**src/rtl/tdma_pkg.sv**
```systemverilog
// Types shared between the tensor-DMA frontend, the burst splitter and the backend.
// The widths here are the default system configuration.
package tdma_pkg;

  localparam int unsigned TdmaAddrWidth = 64;
  localparam int unsigned TdmaLenWidth  = 32;
  localparam int unsigned TdmaPageBytes = 4096;
  localparam int unsigned TdmaChunkLenW = $clog2(TdmaPageBytes) + 1;

  typedef struct packed {
    logic [TdmaAddrWidth-1:0] src;
    logic [TdmaAddrWidth-1:0] dst;
    logic [TdmaLenWidth-1:0]  len;
  } tdma_xfer_t;

  typedef struct packed {
    logic [TdmaAddrWidth-1:0] src;
    logic [TdmaAddrWidth-1:0] dst;
    logic [TdmaChunkLenW-1:0] len;
    logic                     last;
  } tdma_chunk_t;

  typedef enum logic {
    TDMA_IDLE  = 1'b0,
    TDMA_SPLIT = 1'b1
  } tdma_split_state_e;

endpackage

```
**src/rtl/tdma_chunk_len_calc.sv**
```systemverilog
// Combinational chunk length: min of remaining bytes, max chunk size and the
// room left in the current source and destination pages.
module tdma_chunk_len_calc
  import tdma_pkg::*;
#(
  parameter int unsigned AddrWidth     = 64,
  parameter int unsigned LenWidth      = 32,
  parameter int unsigned MaxChunkBytes = 256,
  parameter int unsigned PageBytes     = 4096
) (
  input  logic [AddrWidth-1:0]         src_i,
  input  logic [AddrWidth-1:0]         dst_i,
  input  logic [LenWidth-1:0]          remaining_i,
  output logic [$clog2(PageBytes):0]   len_o
);

  localparam int unsigned OffW = $clog2(PageBytes);
  localparam int unsigned LenW = OffW + 1;

  logic [LenW-1:0] src_room;
  logic [LenW-1:0] dst_room;
  logic [LenW-1:0] rem_cap;
  logic [LenW-1:0] page_room;
  logic            unused_addr_hi;

  // Room to the next page boundary is in 1..PageBytes, so LenW bits suffice.
  assign src_room = LenW'(PageBytes) - LenW'(src_i[OffW-1:0]);
  assign dst_room = LenW'(PageBytes) - LenW'(dst_i[OffW-1:0]);

  // MaxChunkBytes <= PageBytes, so clamping the remainder covers the max-chunk term.
  assign rem_cap = (remaining_i > LenWidth'(MaxChunkBytes)) ? LenW'(MaxChunkBytes)
                                                             : LenW'(remaining_i);

  assign page_room = (src_room < dst_room) ? src_room : dst_room;
  assign len_o     = (rem_cap < page_room) ? rem_cap : page_room;

  assign unused_addr_hi = ^{src_i[AddrWidth-1:OffW], dst_i[AddrWidth-1:OffW]};

endmodule

```
**src/rtl/tdma_burst_splitter.sv**
```systemverilog
// Splits 1-D tensor-DMA transfers into page-safe chunks of at most MaxChunkBytes
// and pulses done_o once per completed transfer.
module tdma_burst_splitter
  import tdma_pkg::*;
#(
  parameter int unsigned AddrWidth     = 64,
  parameter int unsigned LenWidth      = 32,
  parameter int unsigned MaxChunkBytes = 256,
  parameter int unsigned PageBytes     = 4096
) (
  input  logic                       clk_i,
  input  logic                       rst_i,
  input  logic                       req_valid_i,
  output logic                       req_ready_o,
  input  logic [AddrWidth-1:0]       req_src_i,
  input  logic [AddrWidth-1:0]       req_dst_i,
  input  logic [LenWidth-1:0]        req_len_i,
  output logic                       chunk_valid_o,
  input  logic                       chunk_ready_i,
  output logic [AddrWidth-1:0]       chunk_src_o,
  output logic [AddrWidth-1:0]       chunk_dst_o,
  output logic [$clog2(PageBytes):0] chunk_len_o,
  output logic                       chunk_last_o,
  output logic                       busy_o,
  output logic                       done_o
);

  localparam int unsigned ChunkLenW = $clog2(PageBytes) + 1;

  tdma_split_state_e state_q, state_d;

  logic [AddrWidth-1:0] cur_src_q, cur_src_d;
  logic [AddrWidth-1:0] cur_dst_q, cur_dst_d;
  logic [LenWidth-1:0]  remaining_q, remaining_d;
  logic                 done_q;
  logic                 done_pending;

  logic [ChunkLenW-1:0] chunk_len;
  logic                 chunk_is_last;
  logic                 req_hs;
  logic                 chunk_hs;
  logic                 req_zero_len;

  tdma_chunk_len_calc #(
    .AddrWidth    (AddrWidth),
    .LenWidth     (LenWidth),
    .MaxChunkBytes(MaxChunkBytes),
    .PageBytes    (PageBytes)
  ) u_len_calc (
    .src_i      (cur_src_q),
    .dst_i      (cur_dst_q),
    .remaining_i(remaining_q),
    .len_o      (chunk_len)
  );

  assign chunk_is_last = (LenWidth'(chunk_len) == remaining_q);
  assign req_zero_len  = (req_len_i == '0);
  assign req_hs        = (state_q == TDMA_IDLE)  && req_valid_i;
  assign chunk_hs      = (state_q == TDMA_SPLIT) && chunk_ready_i;

  // State register
  always_ff @(posedge clk_i or posedge rst_i) begin
    if (rst_i) begin
      state_q <= TDMA_IDLE;
    end else begin
      state_q <= state_d;
    end
  end

  // Next-state logic
  always_comb begin
    state_d = state_q;
    unique case (state_q)
      TDMA_IDLE: begin
        if (req_valid_i && !req_zero_len) begin
          state_d = TDMA_SPLIT;
        end
      end
      TDMA_SPLIT: begin
        if (chunk_ready_i && chunk_is_last) begin
          state_d = TDMA_IDLE;
        end
      end
    endcase
  end

  // State-decoded outputs; last is masked outside SPLIT so it reads 0 in reset/idle
  always_comb begin
    req_ready_o   = 1'b0;
    chunk_valid_o = 1'b0;
    chunk_last_o  = 1'b0;
    busy_o        = 1'b0;
    unique case (state_q)
      TDMA_IDLE: begin
        req_ready_o = 1'b1;
      end
      TDMA_SPLIT: begin
        chunk_valid_o = 1'b1;
        chunk_last_o  = chunk_is_last;
        busy_o        = 1'b1;
      end
    endcase
  end

  // Transfer cursor: load on request, advance on each chunk handshake
  always_comb begin
    cur_src_d    = cur_src_q;
    cur_dst_d    = cur_dst_q;
    remaining_d  = remaining_q;
    done_pending = 1'b0;
    if (req_hs) begin
      cur_src_d    = req_src_i;
      cur_dst_d    = req_dst_i;
      remaining_d  = req_len_i;
      done_pending = req_zero_len;
    end else if (chunk_hs) begin
      cur_src_d    = cur_src_q + AddrWidth'(chunk_len);
      cur_dst_d    = cur_dst_q + AddrWidth'(chunk_len);
      remaining_d  = remaining_q - LenWidth'(chunk_len);
      done_pending = chunk_is_last;
    end
  end

  always_ff @(posedge clk_i or posedge rst_i) begin
    if (rst_i) begin
      cur_src_q   <= '0;
      cur_dst_q   <= '0;
      remaining_q <= '0;
      done_q      <= 1'b0;
    end else begin
      cur_src_q   <= cur_src_d;
      cur_dst_q   <= cur_dst_d;
      remaining_q <= remaining_d;
      done_q      <= done_pending;
    end
  end

  assign chunk_src_o = cur_src_q;
  assign chunk_dst_o = cur_dst_q;
  assign chunk_len_o = chunk_len;
  assign done_o      = done_q;

endmodule

```
**config.mk**
```make
export PLATFORM = sky130hd
export DESIGN_NAME = tdma_burst_splitter
export DESIGN_NICKNAME = d
export VERILOG_FILES = /design/src/rtl/tdma_pkg.sv /design/src/rtl/tdma_chunk_len_calc.sv /design/src/rtl/tdma_burst_splitter.sv
export SDC_FILE = /design/constraint.sdc
export NUM_CORES = 1
export LEC_CHECK = 0
export ABC_AREA = 1
export BUFFER_PORTS_ARGS = -buffer_cell sky130_fd_sc_hd__buf_2
export CORE_UTILIZATION = 57
export DETAILED_ROUTE_END_ITERATION = 6
export GPL_ROUTABILITY_DRIVEN = 0
export PLACE_DENSITY = 0.85
export SLEW_MARGIN = 20
export SYNTH_ARGS = -nofsm -noshare
export SYNTH_HDL_FRONTEND = slang
export SYNTH_SLANG_ARGS = --single-unit
```
**constraint.sdc**
```tcl
create_clock -name clk_i -period 7.7 [get_ports clk_i]
set_clock_uncertainty 0.15 [all_clocks]
set_input_delay 1.155 -clock clk_i [delete_from_list [all_inputs] [get_ports clk_i]]
set_output_delay 1.155 -clock clk_i [all_outputs]
set_load 0.02 [all_outputs]
```
==> impl.org, run 1 <==
** Routing
- DR DRC count :: 17
- Wires add up to approximately 54,000 µm.
- In the final routed layout, each cell accounts on average for ~18 µm.
- Starting DRT DRC Count :: about 2,200
- First-pass DRT Iterations :: 7
- The routed layout has approximately 18,000 vias.
- Antenna-violating nets left :: 0
- Number of vias per cell :: ~6.1

** Synthesis
- The cell area that synthesis handed to floorplanning was around 15,000 µm².
- The Yosys step of the flow raised 0 warnings.
- Flip-flop and latch count after synthesis :: approximately 160
- Among all cell types in the netlist, the one instantiated most often is nand2_1.
- Of the post-synthesis cell area, the dominant cell type holds 0.276.
- For this run, the leading register cell type out of synthesis is dfrtp_1.
- Number of standard cells after synthesis :: 2,275
- After synthesis, the mean cell area works out to around 6.5 µm².
- Synthesis instantiated 65 different standard cells from the library.
- Share of synthesized area occupied by flip-flops and latches :: 0.276
- Count of flip-flops with a built-in enable after synthesis :: 0
- Async set or reset register ratio after synthesis :: 1.00
- Library cell occupying the most area in the post-synthesis netlist :: dfrtp_1
- Ranked by instance count, the synthesized netlist is headed by 573 x nand2_1, 321 x inv_1, 249 x nor2_1, 162 x dfrtp_1, 162 x nand3_1.
- Area contributors post-synth :: dfrtp_1 28%, nand2_1 15%, inv_1 8.2%

** Worst setup path
- At the worst endpoint, the arrival time is between 6 and 7 ns.
- In this run the worst path has a maximum fanout of 18.
- Among all stages on the critical path, the largest delay is contributed by dfrtp_1.
- Cell type with the highest occurrence count on the critical path :: nand2_1
- Stage delay of the slowest cell on the critical path :: 0.48 ns
- Crit path kind :: flip-flop to output port
- Req. time, crit path :: about 6.4 ns
- STA classifies the critical path endpoint as an output port.
- Crit start category :: flip-flop

** Timing
- Maximum operating frequency :: roughly 130 MHz
- The smallest clock period supported by the final layout is computed as approximately 7.5 ns.
- Dividing the final minimum period by the clock period gives 0.977.
- After routing, the total negative slack on setup checks comes to 0 ns.
- The count of final hold-check violations came to 0.
- Final Slew Violations :: 0
- At the pin with the least slew margin, the transition time is between 1 and 1.5 ns.
- The worst pin sits at a relative slew slack of 0.311.
- Setup slack on the critical path of the routed design comes to 0.176 ns.
- Endpoints failing setup :: 0

** Flow run
- Maximum Capacitance Violations :: 0

** Power and ir drop
- Internal Power :: 4.06 mW
- Of the total power, the share spent switching nets is 0.576.
- Of the total power, the clock network draws 0.093.
- Power spread over the standard cell area amounts to 552 nW/µm².
- Logic gate share of total power :: 0.727
- Across the VDD grid, the largest voltage drop is 0.434 mV.
- Power spent charging and discharging nets :: 5.51 mW
- For this design the static power due to leakage is 8.32 nW.
- The share of total power dissipated in sequential elements is 0.180.

** Placed design
- At the placement stage, the worst setup path has a slack of between 0.15 and 0.2 ns.
- Port buffering added about 310 buffers.
- Once detailed placement completed, the half-perimeter wirelength came to around 40,000 µm.

** Global route
- The number of antenna violations at the first check in global routing came to 1.
- Met2 Track Usage GR :: 0.603
- Number of global-route vias before repair :: roughly 16,000
- Aggregate global routing overflow :: 0
- Busiest grt layer :: met2
- Total global routing track utilization :: 0.400
- Entering global routing, the biggest net connects between 100 and 150 pins.
- Met3 track demand over resource :: 0.0812
- Met1 Track Usage GR :: 0.524
- The first global-routing pass estimated a little over 80,000 µm of wire.

** Floorplan
- The initial utilization of the core area, before any placement, comes to 0.582.
- Row generation in the floorplan step produced slightly below 60 rows.
- The floorplan step set the die height to 163 µm.
- Die area :: ~26,000 µm²
- In this run the count of I/O pins placed on the die edge is 310.
- Die width :: 163 µm
- The region available for standard cell placement spans around 25,000 µm².

** CTS
- The clock drives 162 sinks.
- Maximum count of clock buffers along a single path :: 2
- After clock tree synthesis, the clock-pin slew on the worst setup and hold paths is 0.08 ns.
- The clock tree synthesis step divided the H-tree into 4 levels.
- Root Buffer Master :: clkbuf_16
- Counting the buffers created by CTS gives 17.
- Clock tree from TritonCTS :: done
- Insertion delay of the later-clocked pin in the worst-skew pair :: about 0.45 ns

** Run status
- The checks that failed: DRC.
- Run status :: finished, violations left

** Final layout
- The final layout contains 2,800 nets.
- At the end of the flow the core is filled with cells to 0.687.
- Area taken by flip-flops and latches :: about 4100 µm²
- Number of filler cells placed in the layout :: 2,184
- Multi-input gate area in the final layout :: a little over 9000 µm²
- Relative to the synthesized area, the layout overhead comes to 18.1%.
- Share of final-layout standard cells stronger than drive strength 1 :: 0.176

** Hold path
- Worst min-delay path class :: flip-flop to flip-flop
==> critical path, delay by kind of cell (launching register included) <==
kind,cells,cell delay (ns)
flops,1,0.48
simple gates,16,2.15
xor+xnor,1,0.31
compound gates,6,1.13
fa+ha+maj,3,0.81
buf+inv,6,0.87
==> power groups by stage <==
stage | Combinational [mW] | Sequential [mW] | Clock, mW
after floorplan | 4.45 | 1.89 | 0
after global placement | 6.22 | 1.69 | 0
after detailed placement | 6.43 | 1.70 | 0
after CTS | 6.51 | 1.69 | 0.888
after global routing | 7.61 | 1.76 | 0.923
final | 6.96 | 1.72 | 0.894
==> state kept, by name, summed over array words and instances, names as in the netlist <==
name         flops
remaining_q     32
done_o           1
state_q          1
chunk_dst_o     64
chunk_src_o     64
==> layer usage <==
layer | share of wire | wire length [µm]
met5 | 0 | 0
met4 | 0.069 | 3720
met3 | 0.12 | 6640
met2 | 0.43 | 23100
met1 | 0.38 | 20500
==> cell usage in the layout (no fill, tap or decap), types with 18 or more instances in the layout <==
cell / instances
buf_4: 26
nand2_1: 570
a21oi_1: 88
nor4_1: 35
nand3_1: 162
xnor2_1: 26
o21ai_1: 18
dfrtp_1: 161
ha_1: 61
nand4_1: 43
o221ai_1: 32
o21ai_0: 114
o211ai_1: 70
inv_1: 313
buf_2: 308
xor2_1: 55
nor2_1: 242
nor3_1: 66
==> kinds of logic after synthesis <==
kind of cell               share of synthesized area
other                                       0.000255
buffers and inverters                          0.102
DFF                                            0.276
AOI/OAI and AO/OA                              0.160
xor gates and xnor gates                      0.0483
and+or+nand+nor                                0.356
adders and majority gates                     0.0578
==> repair_timing <==
action | CTS | global route
resized for setup | 3 | 35
hold buffers | 0 | 0
setup buffers | 3 | 12
setup endpoints to repair | 1 | 69
pin swaps | 0 | 6
cloned | 0 | 1
==> path summary, 6_finish.rpt <==
check                                             from                          end  slack [ns]  depth (start not counted)
min in group asynchronous                        rst_i  chunk_dst_o[24]$_DFFE_PP0P_        0.67                          2
min reg2reg                chunk_src_o[12]$_DFFE_PP0P_  chunk_src_o[12]$_DFFE_PP0P_        0.39                          2
max reg2reg                 chunk_src_o[2]$_DFFE_PP0P_  chunk_src_o[32]$_DFFE_PP0P_        0.22                         41
min                        chunk_src_o[12]$_DFFE_PP0P_  chunk_src_o[12]$_DFFE_PP0P_        0.39                          2
max                         chunk_src_o[2]$_DFFE_PP0P_                 chunk_last_o        0.18                         32
max in group asynchronous                        rst_i   chunk_src_o[1]$_DFFE_PP0P_        5.53                          3
==> per-stage QoR <==
stage / power (mW) / hold WS [ns] / cell area, µm² / cells
2_1_floorplan: 6.33 / 0.359 / 14700 / 2278
4_1_cts: 9.08 / 0.394 / 17100 / 2899
3_3_place_gp: 7.91 / 0.359 / 16500 / 2865
6_report: 9.58 / 0.393 / 17300 / 2913
5_1_grt: 10.3 / 0.433 / 17300 / 2913
3_5_place_dp: 8.13 / 0.379 / 16500 / 2865
==> final cells by class <==
cell class	instances	area share
antenna	1	0.000144
clock buffer	18	0.0253
clock inverter	13	0.00815
inverter	327	0.0716
multi-input combinational	1726	0.536
sequential	162	0.234
tap	330	0.0238
timing repair buffer	336	0.101
No activity file was read; power rests on OpenSTA's default activity.
==> run 2, diff against run 1 <==
--- a/config.mk
+++ b/config.mk
@@ -5,12 +5,11 @@
 export SDC_FILE = /design/constraint.sdc
 export NUM_CORES = 1
 export LEC_CHECK = 0
-export ABC_AREA = 1
 export BUFFER_PORTS_ARGS = -buffer_cell sky130_fd_sc_hd__buf_2
-export CORE_UTILIZATION = 57
+export CORE_UTILIZATION = 55
 export DETAILED_ROUTE_END_ITERATION = 6
 export GPL_ROUTABILITY_DRIVEN = 0
-export PLACE_DENSITY = 0.85
+export PLACE_DENSITY = 0.86
 export SLEW_MARGIN = 20
 export SYNTH_ARGS = -nofsm -noshare
 export SYNTH_HDL_FRONTEND = slang
==> run 2 against run 1 <==
The run ends with DRC, setup timing left. Register-to-register slack got worse by 1.0 ns. Utilization rose by 6.3 points. Synthesized cell count decreased by 36%. Wire length down 7.0%. Critical endpoint is now chunk_dst_o[58]$_DFFE_PP0P_. Largest cell class unchanged.
==> impl.org, run 2 <==
** Synthesis
- Share of the synthesized area in the top cell type :: 0.335 (was 0.276)
- Area share of and/or/nand/nor cells after synthesis :: 0.233 (was 0.356)
- The post-synthesis register bit count came to 162 (unchanged).
- Area contributors post-synth: dfrtp_1 34%, ha_1 6.5%, nand2_1 4.9% (was dfrtp_1 28%, nand2_1 15%, inv_1 8.2%).
- Adder-cell area share of the yosys netlist :: 0.0718 (was 0.0578)
- Async set or reset register ratio after synthesis :: 1.00 (unchanged)
- The count of warnings emitted by yosys was 0 (unchanged).
- The dominant combinational cell family by area after synthesis is compound AO/OA/AOI/OAI gates (was simple AND/OR/NAND/NOR gates).
- The number of enable-type register cells in the synthesized netlist is 0 (unchanged).
- Share of synthesized area occupied by flip-flops and latches :: 0.335 (was 0.276)
- Area fraction in compound gates after synthesis :: 0.236 (was 0.160)
- Post-synthesis mux area share :: 0.0240 (was 0)
- The per-instance average area after synthesis was 8.37 µm² (was 6.46 µm²).
- The count of unique library cells instantiated by Yosys came to 77 (was 65).
- Top cell types by occurrence after synthesis :: 162 x dfrtp_1, 157 x nand2_1, 116 x nor2_1, 99 x o21ai_0 (was 573 x nand2_1, 321 x inv_1, 249 x nor2_1, 162 x dfrtp_1, 162 x nand3_1)
- Count leader, synth :: dfrtp_1 (was nand2_1)
- Cell area after synthesis :: 12,100 µm² (was 14,700 µm²)
- Xor-xnor portion of the synthesized cell area :: 0.0565 (was 0.0483)
- The primary flip-flop cell chosen by synthesis mapping was dfrtp_1 (unchanged).
- Library cell occupying the most area in the post-synthesis netlist :: dfrtp_1 (unchanged)
- Number of standard cells after synthesis :: 1,446 (was 2,275)

** Routing
- The remaining number of nets flagged by the antenna check after routing came to 0 (unchanged).
- Total number of vias :: 14,630 (was 17,863)
- Starting DRT DRC Count :: 1,958 (was 2,163)
- The remaining design rule violation count was 9 (was 17).
- Topmost layer with routed signal wires :: met5 (was met4)
- The per-cell via count in the routed design is 6.97 (was 6.13).
- The routed length on met2 was 22,500 µm (was 23,100 µm).
- Sum of met3 wire segment lengths after detailed routing :: 6750 µm (was 6640 µm)
- The number of search-and-repair iterations in the first detailed-routing pass is 7 (unchanged).
- Average routed wire per standard cell :: 23.9 µm (was 18.5 µm)
- The sum of routed wire length over all layers was 50,100 µm (was 53,900 µm).
- The routed metal-1 wire length came to 17,300 µm (was 20,500 µm).

** Timing
- Final Slew Violations :: 0 (unchanged)
- Crit share post-route :: 1.10 (was 0.977)
- Summed negative setup slack over all endpoints :: -62.35 ns (was 0 ns)
- The worst-case headroom to the max-slew limit came to 0.280 (was 0.311).
- Min cycle time layout :: 8.48 ns (was 7.52 ns)
- Endpoints failing setup :: 148 (was 0)
- Maximum operating frequency :: 118 MHz (was 133 MHz)
- Worst hold slack :: 0.407 ns (was 0.393 ns)
- Number of hold violations in the final report :: 0 (unchanged)
- The slew at the pin closest to its max-slew limit came to 1.08 ns (was 1.03 ns).
- The final setup slack of the worst path is -0.775 ns (was 0.176 ns).
- Setup repair after global routing could not meet its margin everywhere.

** Worst setup path
- Kind of end point of the critical path :: flip-flop (was output port)
- Stage delay of the slowest cell on the critical path :: 0.59 ns (was 0.48 ns)
- Slowest stage cell on the critical path :: or4b_4 (was dfrtp_1)
- Req. time, crit path :: 7.80 ns (was 6.39 ns)
- The worst path arrival time is 8.57 ns (was 6.22 ns).
- The nature of the critical path startpoint is a flip-flop (unchanged).
- Crit path kind :: flip-flop to flip-flop (was flip-flop to output port)
- Highest fanout seen on the critical path :: 7 (was 18)

** Final layout
- The count of nets after finishing is 2,041 (was 2,800).
- The synthesis-to-finish area growth came to 32.0% (was 18.1%).
- Share of final-layout standard cells stronger than drive strength 1 :: 0.326 (was 0.176)
- Top library cells by usage in the layout, fill and taps aside :: 308 x buf_2, 159 x dfrtp_1, 154 x nand2_1 (was 570 x nand2_1, 313 x inv_1, 308 x buf_2)
- The most common cell after layout, fill and taps aside is buf_2 (was nand2_1).
- Number of filler cells placed in the layout :: 1,404 (was 2,184)

** Flow run
- Maximum Capacitance Violations :: 0 (unchanged)

** CTS
- The buffer type at the clock tree root is clkbuf_16 (unchanged).
- The clock-pin slew reported for the worst setup and hold paths after clock tree synthesis was 0.09 ns (was 0.08 ns).
- The maximum buffer depth of the clock tree is 2 (unchanged).
- The later-pin clock latency in the skew report was 0.45 ns (about the same).
- H-tree levels :: 4 (unchanged)
- Clock tree from TritonCTS :: done (unchanged)
- The hold-fix buffer count after cts was 0 (unchanged).
- The TritonCTS buffer count was 17 (unchanged).
- Clock Sinks :: 162 (unchanged)

** Floorplan
- Area of the core :: 21,300 µm² (was 25,300 µm²)
- The number of core rows is 53 (was 58).
- The floorplan die area came to 22,600 µm² (was 26,400 µm²).
- IO Count :: 310 (unchanged)
- Die height :: 150 µm (was 163 µm)
- The floorplan die width is 150 µm (was 163 µm).
- The initial core utilization is 0.568 (was 0.582).

** Global route
- The combined global-route utilization of all metal layers came to 0.389 (was 0.400).
- The first-pass GRT wire length was 69,100 µm (was 83,200 µm).
- The via count of the first global-routing pass is 13,259 (was 16,281).
- Pin count of the biggest net entering global routing :: 95 (was 102)
- Initial antenna violation count :: 2 (was 1)
- Aggregate global routing overflow :: 0 (unchanged)

** Placed design
- Count of port buffers added during placement :: 309 (unchanged)
- Detailed-placement wirelength estimate :: 30,300 µm (was 39,600 µm)
- The setup slack at placement came to -0.248 ns (was 0.184 ns).

** Power and ir drop
- The total chip power is 7.98 mW (was 9.58 mW).
- Largest vdd supply drop :: 0.274 mV (was 0.434 mV)
- The cell leakage power came to 7.25 nW (was 8.32 nW).
- Areal power density over the cells :: 500 nW/µm² (was 552 nW/µm²)

** Run status
- Violations in the final reports: DRC, setup timing (was DRC).
- Run status: finished, violations left (unchanged).

** Hold path
- Worst min-delay path class :: flip-flop to flip-flop (unchanged)
run 2: changes by cell type in the layout (fill, tap and decap cells not counted), moves of 27 or more:
cell	change
nand2_1	-416
inv_1	-259
nor2_1	-134
nand3_1	-99
buf_4	+66
o211ai_1	-46
nor3_1	-41
a21oi_1	-37
a22oi_1	+35
or4_1	+34
o221ai_1	-31
xor2_1	-31
a31oi_1	+27
run 2: logic make-up after synthesis:
family                     after synthesis
xor gates and xnor gates                78
adders and majority gates               68
muxes                                   26
DFF                                    162
and+or+nand+nor                        555
AOI/OAI and AO/OA                      421
buffers and inverters                  135
other                                    1
run 2: stage by stage:
step	std cells	util	area [µm²]
detailed placement	2032	0.675	14400
finish	2100	0.750	16000
CTS	2077	0.720	15300
global placement	2032	0.675	14400
floorplan	1449	-	12200
global route	2100	0.750	16000
run 2: final timing paths:
path	start	to	slack, ns	cells after the start
min in group asynchronous	rst_i	chunk_src_o[4]$_DFFE_PP0P_	0.67	2
min	remaining_q[28]$_DFFE_PP0P_	remaining_q[28]$_DFFE_PP0P_	0.41	1
max in group asynchronous	rst_i	chunk_dst_o[55]$_DFFE_PP0P_	5.21	3
max	chunk_src_o[2]$_DFFE_PP0P_	chunk_dst_o[58]$_DFFE_PP0P_	-0.78	33
max reg2reg	chunk_src_o[2]$_DFFE_PP0P_	chunk_dst_o[58]$_DFFE_PP0P_	-0.78	33
min reg2reg	remaining_q[28]$_DFFE_PP0P_	remaining_q[28]$_DFFE_PP0P_	0.41	1
run 2: layout make-up:
type / instances / area [µm²] / area share
multi-input combinational: 1152 / 8220 / 0.515
sequential: 162 / 4060 / 0.254
timing repair buffer: 419 / 2540 / 0.159
clock buffer: 18 / 439 / 0.0275
tap: 275 / 344 / 0.0215
inverter: 59 / 226 / 0.0142
clock inverter: 14 / 139 / 0.00870
antenna: 1 / 2.50 / 0.000157
run 2: worst max-delay path: cells and delay by family (launching register included):
family | cells | cell delay, ns
AO/OA/AOI/OAI | 15 | 3.29
AND/OR/NAND/NOR | 6 | 1.50
buffers and inverters | 8 | 1.41
adder cells (fa/ha/maj) | 3 | 1.01
multiplexers | 1 | 0.46
flip-flops | 1 | 0.42
run 2: routing by layer:
layer,global-route usage,vias to the layer above
met3,0.0933,333
met2,0.627,1281
li1,-,6166
met5,0,-
met4,0.204,4
met1,0.482,6846
run 2: where the power goes:
part	total [mW]	leakage [nW]	internal [mW]	switching, mW
clock network	0.878	0.276	0.440	0.437
registers	1.29	2.09	1.03	0.260
logic	5.81	4.88	2.50	3.32
total	7.98	7.25	3.97	4.01
run 2: repair_timing:
action / in CTS / in global routing
buffers inserted: 11 / 20
setup endpoints to repair: 55 / 134
pin swaps: 20 / 52
gates resized for setup: 42 / 95
cloned: 2 / 2
